--- src/rtl/mbist_repair_unload_pkg.sv ---
// Shared MBIST definitions: chain geometry defaults and the unload FSM state type.
package mbist_repair_unload_pkg;

    localparam int unsigned BIST_ERR_LIMIT = 4;
    localparam int unsigned BIST_SHIFT_WD  = 16;

    typedef enum logic [1:0] {
        ST_IDLE  = 2'd0,
        ST_LOAD  = 2'd1,
        ST_SHIFT = 2'd2,
        ST_DONE  = 2'd3
    } unload_state_e;

endpackage

--- src/rtl/mbist_repair_unload_fifo.sv ---
// Synchronous FIFO holding recovered {index, address} repair entries.
module mbist_repair_fifo #(
    parameter int unsigned WIDTH = 11,
    parameter int unsigned DEPTH = 4
) (
    input  logic                       clk,
    input  logic                       rst_n,
    input  logic                       push,
    input  logic [WIDTH-1:0]           push_data,
    input  logic                       pop,
    output logic [WIDTH-1:0]           pop_data,
    output logic                       full,
    output logic                       empty,
    output logic [$clog2(DEPTH+1)-1:0] count
);

    localparam int unsigned PTR_WD = $clog2(DEPTH);
    localparam int unsigned CNT_WD = $clog2(DEPTH+1);

    logic [WIDTH-1:0]  mem [DEPTH];
    logic [PTR_WD-1:0] wr_ptr;
    logic [PTR_WD-1:0] rd_ptr;
    logic              push_en;
    logic              pop_en;

    assign push_en  = push && !full;
    assign pop_en   = pop && !empty;
    assign full     = (count == CNT_WD'(DEPTH));
    assign empty    = (count == '0);
    assign pop_data = mem[rd_ptr];

    // Storage, pointers and occupancy; depth is a power of two so pointers wrap naturally.
    always_ff @(posedge clk or negedge rst_n) begin
        if (!rst_n) begin
            for (int i = 0; i < int'(DEPTH); i++) mem[i] <= '0;
            wr_ptr <= '0;
            rd_ptr <= '0;
            count  <= '0;
        end else begin
            if (push_en) begin
                mem[wr_ptr] <= push_data;
                wr_ptr      <= wr_ptr + PTR_WD'(1);
            end
            if (pop_en) rd_ptr <= rd_ptr + PTR_WD'(1);
            unique case ({push_en, pop_en})
                2'b10:   count <= count + CNT_WD'(1);
                2'b01:   count <= count - CNT_WD'(1);
                default: count <= count;
            endcase
        end
    end

endmodule

--- src/rtl/mbist_repair_unload.sv ---
// Unloads the MBIST repair-address chain: load pulse, shift, deserialize, queue entries.
module mbist_repair_unload
    import mbist_repair_unload_pkg::*;
#(
    parameter int unsigned ERR_LIMIT  = BIST_ERR_LIMIT,
    parameter int unsigned SHIFT_WD   = BIST_SHIFT_WD,
    parameter int unsigned ADDR_WD    = 9,
    parameter int unsigned FIFO_DEPTH = 4
) (
    input  logic                         clk,
    input  logic                         rst_n,
    input  logic                         start,
    input  logic                         loopback,
    output logic                         busy,
    output logic                         done,
    output logic                         bist_load,
    output logic                         bist_shift,
    input  logic                         chain_sdo,
    output logic                         chain_sdi,
    output logic                         rd_valid,
    input  logic                         rd_ready,
    output logic [ADDR_WD-1:0]           rd_data,
    output logic [$clog2(ERR_LIMIT)-1:0] rd_index
);

    localparam int unsigned IDX_WD  = $clog2(ERR_LIMIT);
    localparam int unsigned BIT_WD  = $clog2(SHIFT_WD);
    localparam int unsigned FIFO_WD = ADDR_WD + IDX_WD;
    localparam int unsigned CNT_WD  = $clog2(FIFO_DEPTH+1);

    unload_state_e      state;
    unload_state_e      state_next;
    logic [BIT_WD-1:0]  bit_cnt;
    logic [IDX_WD-1:0]  entry_cnt;
    // Only the bits that survive truncation to ADDR_WD are kept.
    logic [ADDR_WD-2:0] deser;
    logic [ADDR_WD-1:0] deser_next;
    logic               last_bit;
    logic               last_entry;
    logic               push;
    logic               pop;
    logic               fifo_full;
    logic               fifo_empty;
    logic [CNT_WD-1:0]  fifo_count;
    logic [FIFO_WD-1:0] push_data;
    logic [FIFO_WD-1:0] pop_data;
    logic               unused_count;

    assign bist_shift   = (state == ST_SHIFT) && !fifo_full;
    assign chain_sdi    = loopback & chain_sdo;
    assign deser_next   = {deser, chain_sdo};
    assign last_bit     = (bit_cnt == BIT_WD'(SHIFT_WD-1));
    assign last_entry   = (entry_cnt == IDX_WD'(ERR_LIMIT-1));
    assign push         = bist_shift && last_bit;
    assign push_data    = {IDX_WD'(ERR_LIMIT-1) - entry_cnt, deser_next};
    assign pop          = rd_valid && rd_ready;
    assign rd_valid     = !fifo_empty;
    assign rd_index     = pop_data[FIFO_WD-1:ADDR_WD];
    assign rd_data      = pop_data[ADDR_WD-1:0];
    assign unused_count = &{1'b0, fifo_count};

    // Next-state decode.
    always_comb begin
        state_next = state;
        unique case (state)
            ST_IDLE:  if (start) state_next = ST_LOAD;
            ST_LOAD:  state_next = ST_SHIFT;
            ST_SHIFT: if (push && last_entry) state_next = ST_DONE;
            ST_DONE:  state_next = ST_IDLE;
            default:  state_next = ST_IDLE;
        endcase
    end

    // State register and registered status/strobe outputs.
    always_ff @(posedge clk or negedge rst_n) begin
        if (!rst_n) begin
            state     <= ST_IDLE;
            busy      <= 1'b0;
            done      <= 1'b0;
            bist_load <= 1'b0;
        end else begin
            state     <= state_next;
            busy      <= (state_next == ST_LOAD) || (state_next == ST_SHIFT);
            done      <= (state_next == ST_DONE);
            bist_load <= (state_next == ST_LOAD);
        end
    end

    // Bit/entry counters and deserializer; everything holds while the FIFO is full.
    always_ff @(posedge clk or negedge rst_n) begin
        if (!rst_n) begin
            bit_cnt   <= '0;
            entry_cnt <= '0;
            deser     <= '0;
        end else if (state == ST_LOAD) begin
            bit_cnt   <= '0;
            entry_cnt <= '0;
            deser     <= '0;
        end else if (bist_shift) begin
            deser   <= deser_next[ADDR_WD-2:0];
            bit_cnt <= last_bit ? '0 : bit_cnt + BIT_WD'(1);
            if (last_bit) entry_cnt <= last_entry ? '0 : entry_cnt + IDX_WD'(1);
        end
    end

    mbist_repair_fifo #(
        .WIDTH (FIFO_WD),
        .DEPTH (FIFO_DEPTH)
    ) u_fifo (
        .clk       (clk),
        .rst_n     (rst_n),
        .push      (push),
        .push_data (push_data),
        .pop       (pop),
        .pop_data  (pop_data),
        .full      (fifo_full),
        .empty     (fifo_empty),
        .count     (fifo_count)
    );

endmodule

--- config.mk ---
export PLATFORM = sky130hd
export DESIGN_NAME = mbist_repair_unload
export DESIGN_NICKNAME = d
export VERILOG_FILES = /design/src/rtl/mbist_repair_unload_pkg.sv /design/src/rtl/mbist_repair_unload_fifo.sv /design/src/rtl/mbist_repair_unload.sv
export SDC_FILE = /design/constraint.sdc
export NUM_CORES = 1
export LEC_CHECK = 0
export ABC_AREA = 1
export ABC_CLOCK_PERIOD_IN_PS = 2500
export CAP_MARGIN = 20
export CORE_MARGIN = 2
export CORE_UTILIZATION = 56
export DETAILED_ROUTE_END_ITERATION = 7
export DONT_BUFFER_PORTS = 1
export PLACE_DENSITY = 0.76
export SLEW_MARGIN = 30
export SYNTH_ARGS = -nofsm -noshare
export SYNTH_HDL_FRONTEND = slang
export SYNTH_SLANG_ARGS = --single-unit
--- constraint.sdc ---
create_clock -name clk -period 2.5 [get_ports clk]
set_clock_uncertainty 0.05 [all_clocks]
set_input_delay 0.125 -clock clk [delete_from_list [all_inputs] [get_ports clk]]
set_output_delay 0.125 -clock clk [all_outputs]
set_load 0.05 [all_outputs]
==> results of run 1 <==
## critical path, delay by kind of cell (launching register included)
kind | cells | cell delay [ns]
flip-flops | 1 | 0.37
adder cells (fa/ha/maj) | 3 | 0.79
buffers and inverters | 2 | 0.15
XOR/XNOR | 1 | 0.15
AO/OA/AOI/OAI | 3 | 0.40
AND/OR/NAND/NOR | 1 | 0.11
## final cells by class
cell class | instances | area (µm²)
fillers | 462 | 1880
clock buffers | 11 | 151
repair buffers | 21 | 185
multi-input cells | 274 | 1340
inverters | 31 | 116
clock inverters | 5 | 57.6
flip-flops and latches | 70 | 1750
well taps | 72 | 90.1
## registers in the layout, indices dropped and copies added, names as in the netlist
name / cells
u_fifo.mem: 44
deser: 8
entry_cnt: 2
u_fifo.wr_ptr: 2
u_fifo.rd_ptr: 2
bist_load: 1
done: 1
busy: 1
state: 2
u_fifo.count: 3
bit_cnt: 4
## power groups by stage
stage               Sequential, mW  Combinational [mW]  Clock [mW]
finish                        1.78                1.99       0.936
CTS                           1.77                2.00       0.950
global route                  1.81                2.20       0.996
global placement              1.77                1.92           0
floorplan                     1.70                1.53           0
detailed placement            1.79                1.96           0
## metrics by stage
stage	std cells	cell area, µm²
6_report	484	3690
5_1_grt	484	3690
4_1_cts	484	3690
3_5_place_dp	464	3420
3_3_place_gp	464	3420
2_1_floorplan	389	3270
## final timing paths
kind / from / endpoint / cells after the start
setup / recovery: state[0] / u_fifo.count[2] / 10
hold / removal: rd_ready / u_fifo.rd_ptr[1] / 3
setup reg to reg: state[0] / u_fifo.count[2] / 10
hold reg to reg: u_fifo.mem[21] / u_fifo.mem[21] / 2
max in group asynchronous: rst_n / u_fifo.mem[27] / 2
min in group asynchronous: rst_n / u_fifo.mem[7] / 2
## cell usage after synthesis (all sizes together)
cell type	n	area share [%]
a21boi	2	0.80
a21oi	1	0.15
buf	8	1.2
clkbuf	6	0.69
clkinv	1	0.11
dfrtp	70	54
fa	1	0.61
ha	12	4.6
inv	30	3.4
nand2	165	19
nand3	6	0.92
nand4	3	0.57
nor2	31	4.4
nor3	1	0.15
o21ai	29	4.4
o22ai	17	3.3
xnor2	1	0.27
xor2	5	1.3
## cells by family (layout without fill, tap and decap cells)
family                   after synthesis  in the layout  synth area share [%]
AO/OA/AOI/OAI                         49             49                  8.65
XOR/XNOR                               6              6                  1.61
adder cells (fa/ha/maj)               13             13                  5.20
buffers and inverters                 45             68                  5.47
flip-flops                            70             70                  53.6
AND/OR/NAND/NOR                      206            206                  25.5
## layer usage
layer / GRT usage (%) / up-vias / wire (µm)
met4: 10.3 / 0 / 102
met5: 0 / - / 0
met3: 3.71 / 10 / 506
li1: - / 1256 / -
met2: 40.2 / 81 / 3440
met1: 32.9 / 1251 / 3110
==> flow_summary.toml, run 1 <==
[min_path]
hp-class = "in2reg"

[job]
drv_cap = 0

[logic_synthesis]
synth.avg_cell_area_um2 = 8.40
syn_inst = 389
seq_area_frac_synth_pct = 53.6
syn_nets = 408
synth_cell_types = 24
syn_area_um2 = 3270
ys_ff_latch = 70
ys_warn_count = 0

[floorplan]
core_area_um2 = 5570
die-area_um2 = 6470
rows = 27
dieHeight_um = 80.4
ios = 23
start_util_pct = 58.7
die_w_um = 80.4

[worst_setup_path]
slowest_delay_ns = 0.38
crit_chain = "inv_1 -> ha_1 -> a21boi_4 -> nand2_2 -> ha_1 -> inv_1 -> fa_1 -> a21oi_1 -> o21ai_0 -> xor2_1"
cp_data_required_time_ns = 2.67
path_class = "reg2reg"
worst-path-max-fanout = 5
crit_slowest_cell = "fa_1"
reg2reg_slack_ns = 0.38
crit_path_end_kind = "flop"
arrival_ns = 2.29
startpoint_type = "flop"

[grt]
gr-total-overflow = 0
grt_pass1_vias = 2572
grt_pass1_wl_mm = 11.9
antenna_found_initial = 1
groute.usage.overall_pct = 24.6
grt_max_degree = 71

[detailed_routing]
ant_nets = 0
wl_per_cell_um = 14.8
drtIter0Drc = 210
drc = 0
routed_wl_mm = 7.15
viasPerCell = 5.37
drtPass1Iterations = 4
num_vias = 2598

[place]
detailed_place_hpwl_mm = 4.55
gp_congestion = 0.867
port_buffers = 0
dp_slack_ns = 0.373

[power]
internal_power_mw = 2.57
switchingPower_mw = 2.14
power_mw = 4.71
power_frac_clock_pct = 19.9
pwr-share-comb_pct = 42.3
peakVddDrop_mv = 0.882
swShare_pct = 45.4
seqPwrFrac_pct = 37.8
p_per_area_nw_per_um2 = 1280
leakagePower_nw = 1.96

[run_status]
outcome = "complete, no violations"

[clock_tree]
clockBufferDepth = 2
cts_buffers = 9
clkLatencyLatePin_ns = 0.33
cts_root_buffer = "clkbuf_8"
cts_resized = 0
postCtsSetupRepairBufs = 0
cts_sinks = 70
cts_tree = "yes"
clkSlewWorstSetupHoldPaths_ns = 0.08
htreeDepth = 3
cts-hold-fix-buffers = 4

[cells_and_area]
final_cell_mix = "nand2_1, dfrtp_1, inv_1, o21ai_0, nor2_1"
final_common_cell = "nand2_1"
fin_util_pct = 66.2
diodes = 0
nNetsFinal = 426
drive_gt1_share_pct = 11.2
area_growth_syn_to_layout_pct = 12.9

[timing]
timing.hold.ws_ns = 0.0824
hold_viol = 0
period_share_pct = 84.9
maxSlewViolCount = 0
setup_slack_ns = 0.377
timing.fmax_mhz = 471
period_minus_slack_ns = 2.12
slew_headroom_pct = 52.5
rsz0062_at_grt = "false"
worst_slew_pin_slew_ns = 0.711
tns_ns = 0
setup_viol = 0
(Power assumes the default switching activity.)
==> run 2, diff against run 1 <==
--- a/config.mk
+++ b/config.mk
@@ -6,13 +6,13 @@
 export NUM_CORES = 1
 export LEC_CHECK = 0
 export ABC_AREA = 1
-export ABC_CLOCK_PERIOD_IN_PS = 2500
+export ABC_CLOCK_PERIOD_IN_PS = 1800
 export CAP_MARGIN = 20
 export CORE_MARGIN = 2
 export CORE_UTILIZATION = 56
 export DETAILED_ROUTE_END_ITERATION = 7
 export DONT_BUFFER_PORTS = 1
-export PLACE_DENSITY = 0.76
+export PLACE_DENSITY = 0.79
 export SLEW_MARGIN = 30
 export SYNTH_ARGS = -nofsm -noshare
 export SYNTH_HDL_FRONTEND = slang
==> constraint.sdc (replaced) <==
create_clock -name clk -period 1.8 [get_ports clk]
set_clock_uncertainty 0.05 [all_clocks]
set_input_delay 0.09 -clock clk [delete_from_list [all_inputs] [get_ports clk]]
set_output_delay 0.09 -clock clk [all_outputs]
set_load 0.05 [all_outputs]
==> flow_summary.toml, run 2 (same netlist as run 1, synthesis figures left out) <==
[power]
peakVddDrop_mv = 1.49
pwr-share-comb_pct = 46.1
seqPwrFrac_pct = 33.1
power_mw = 7.31
power_frac_clock_pct = 20.8
switchingPower_mw = 3.16
leakagePower_nw = 2.09
swShare_pct = 43.2
internal_power_mw = 4.15
p_per_area_nw_per_um2 = 1820

[cells_and_area]
diodes = 0
regMostFlops = "u_fifo.mem"
finalNonFillerCells = 510
top_regs = "u_fifo.mem: 44 flops, deser: 8 flops, bit_cnt: 4 flops"
largest_reg_flops = 44
nNetsFinal = 452
final_cell_mix = "nand2_1, dfrtp_1, buf_4"
drive_gt1_share_pct = 19.9
final_common_cell = "nand2_1"
area_growth_syn_to_layout_pct = 22.7

[detailed_routing]
wl_per_cell_um = 15.6
drtPass1Iterations = 5
drc = 0
ant_nets = 0
drtIter0Drc = 264
viasPerCell = 5.35
num_vias = 2727
routed_wl_mm = 7.97

[clock_tree]
cts_tree = "yes"
clkLatencyLatePin_ns = 0.35
cts_sinks = 70
htreeDepth = 3
cts_root_buffer = "clkbuf_8"
clockBufferDepth = 2
clkSlewWorstSetupHoldPaths_ns = 0.07
cts_buffers = 9

[run_status]
outcome = "finished, violations left"
violations = "setup timing"

[worst_setup_path]
cp_common_cell = "ha_4"
slowest_delay_ns = 0.42
r2r_end = "u_fifo.count[2]"
reg2reg_slack_ns = -0.08
crit_chain = "ha_4 -> a21boi_4 -> nand2_2 -> ha_4 -> inv_2 -> fa_2 -> a21oi_2 -> o21ai_1 -> xor2_1"
arrival_ns = 2.06
cp_data_required_time_ns = 1.98
startpoint_type = "flop"
reg2reg_from = "state[1]"
reg2reg_depth = 9
path_class = "reg2reg"
crit_path_end_kind = "flop"
crit_slowest_cell = "dfrtp_1"
worst-path-max-fanout = 2

[floorplan]
die-area_um2 = 6470
dieHeight_um = 80.4
die_w_um = 80.4
rows = 27
start_util_pct = 58.7
core_area_um2 = 5570
ios = 23

[place]
port_buffers = 0
gp_congestion = 0.849
dp_cells = 482
detailed_place_hpwl_mm = 4.82

[grt]
grt_max_degree = 71
grt_pass1_wl_mm = 12.7
grt_pass1_vias = 2685
groute.usage.overall_pct = 26.4
antenna_found_initial = 0
gr-total-overflow = 0

[min_path]
min_delay_path_depth = 3
min_to = "u_fifo.rd_ptr[0]"
min-delay-start = "rd_ready"
hp-class = "in2reg"

[timing]
period_share_pct = 105
slew_headroom_pct = 68.8
timing.fmax_mhz = 531
setup_viol = 3
rsz0062_at_grt = "true"
period_minus_slack_ns = 1.88
hold_viol = 0
maxSlewViolCount = 0
tns_ns = -0.129
setup_slack_ns = -0.0829
worst_slew_pin_slew_ns = 0.467
timing.hold.ws_ns = 0.159

[job]
drv_cap = 0
==> run 2: critical path: cells and delay by family, from the launching register on <==
kind,cells,cell delay (ns)
AOI/OAI and AO/OA,3,0.34
xor gates and xnor gates,1,0.14
adders and majority gates,3,0.67
buffers and inverters,1,0.04
DFF,1,0.42
and+or+nand+nor,1,0.11
==> run 2: metal layers <==
layer / global-route usage (%) / up-vias / share of wire [%]
met5: 0 / - / 0
met4: 14.2 / 0 / 4.6
met3: 4.61 / 31 / 4.9
met2: 41.8 / 91 / 48
met1: 34.6 / 1295 / 43
li1: - / 1310 / -
==> run 2: metrics by stage <==
stage / util, % / area, µm² / setup slack [ns]
2_1_floorplan: - / 3290 / -0.262
5_1_grt: 71.9 / 4010 / -0.168
3_3_place_gp: 64.3 / 3580 / -0.0752
6_report: 71.9 / 4010 / -0.0829
4_1_cts: 69.9 / 3900 / -0.0293
3_5_place_dp: 64.3 / 3580 / -0.130
==> run 2: layout make-up <==
cell class              instances  area (µm²)
flip-flops and latches         70        1750
fillers                       426        1560
multi-input cells             274        1410
repair buffers                 47         395
clock buffers                  10         128
inverters                      31         120
clock inverters                 6         110
well taps                      72        90.1
==> run 2: power groups by stage <==
stage                     sequential (mW)  clock [mW]  combinational [mW]
final                                2.42        1.52                3.38
after global routing                 2.47        1.62                3.71
after global placement               2.42           0                2.98
after floorplan                      2.37           0                2.16
after CTS                            2.41        1.54                3.15
after detailed placement             2.44           0                3.06
==> run 2: repair_timing <==
item | CTS | global route
gates cloned | 0 | 2
hold buffers | 4 | 0
pin swaps | 3 | 5
gates resized for setup | 3 | 21
setup endpoints to repair | 1 | 44
buffers inserted | 2 | 4
endpoints found under the hold margin | 76 | 0
==> run 2: worst max path at each step <==
stage	start	end	slack, ns	cells after the start
5_1_grt	u_fifo.count[1]	u_fifo.count[2]	-0.17	8
3_5_place_dp	state[1]	u_fifo.count[2]	-0.13	9
3_3_place_gp	state[1]	u_fifo.count[2]	-0.08	9
2_1_floorplan	state[0]	u_fifo.count[1]	-0.26	8
6_report	state[1]	u_fifo.count[2]	-0.08	9
4_1_cts	state[0]	u_fifo.count[2]	-0.03	10
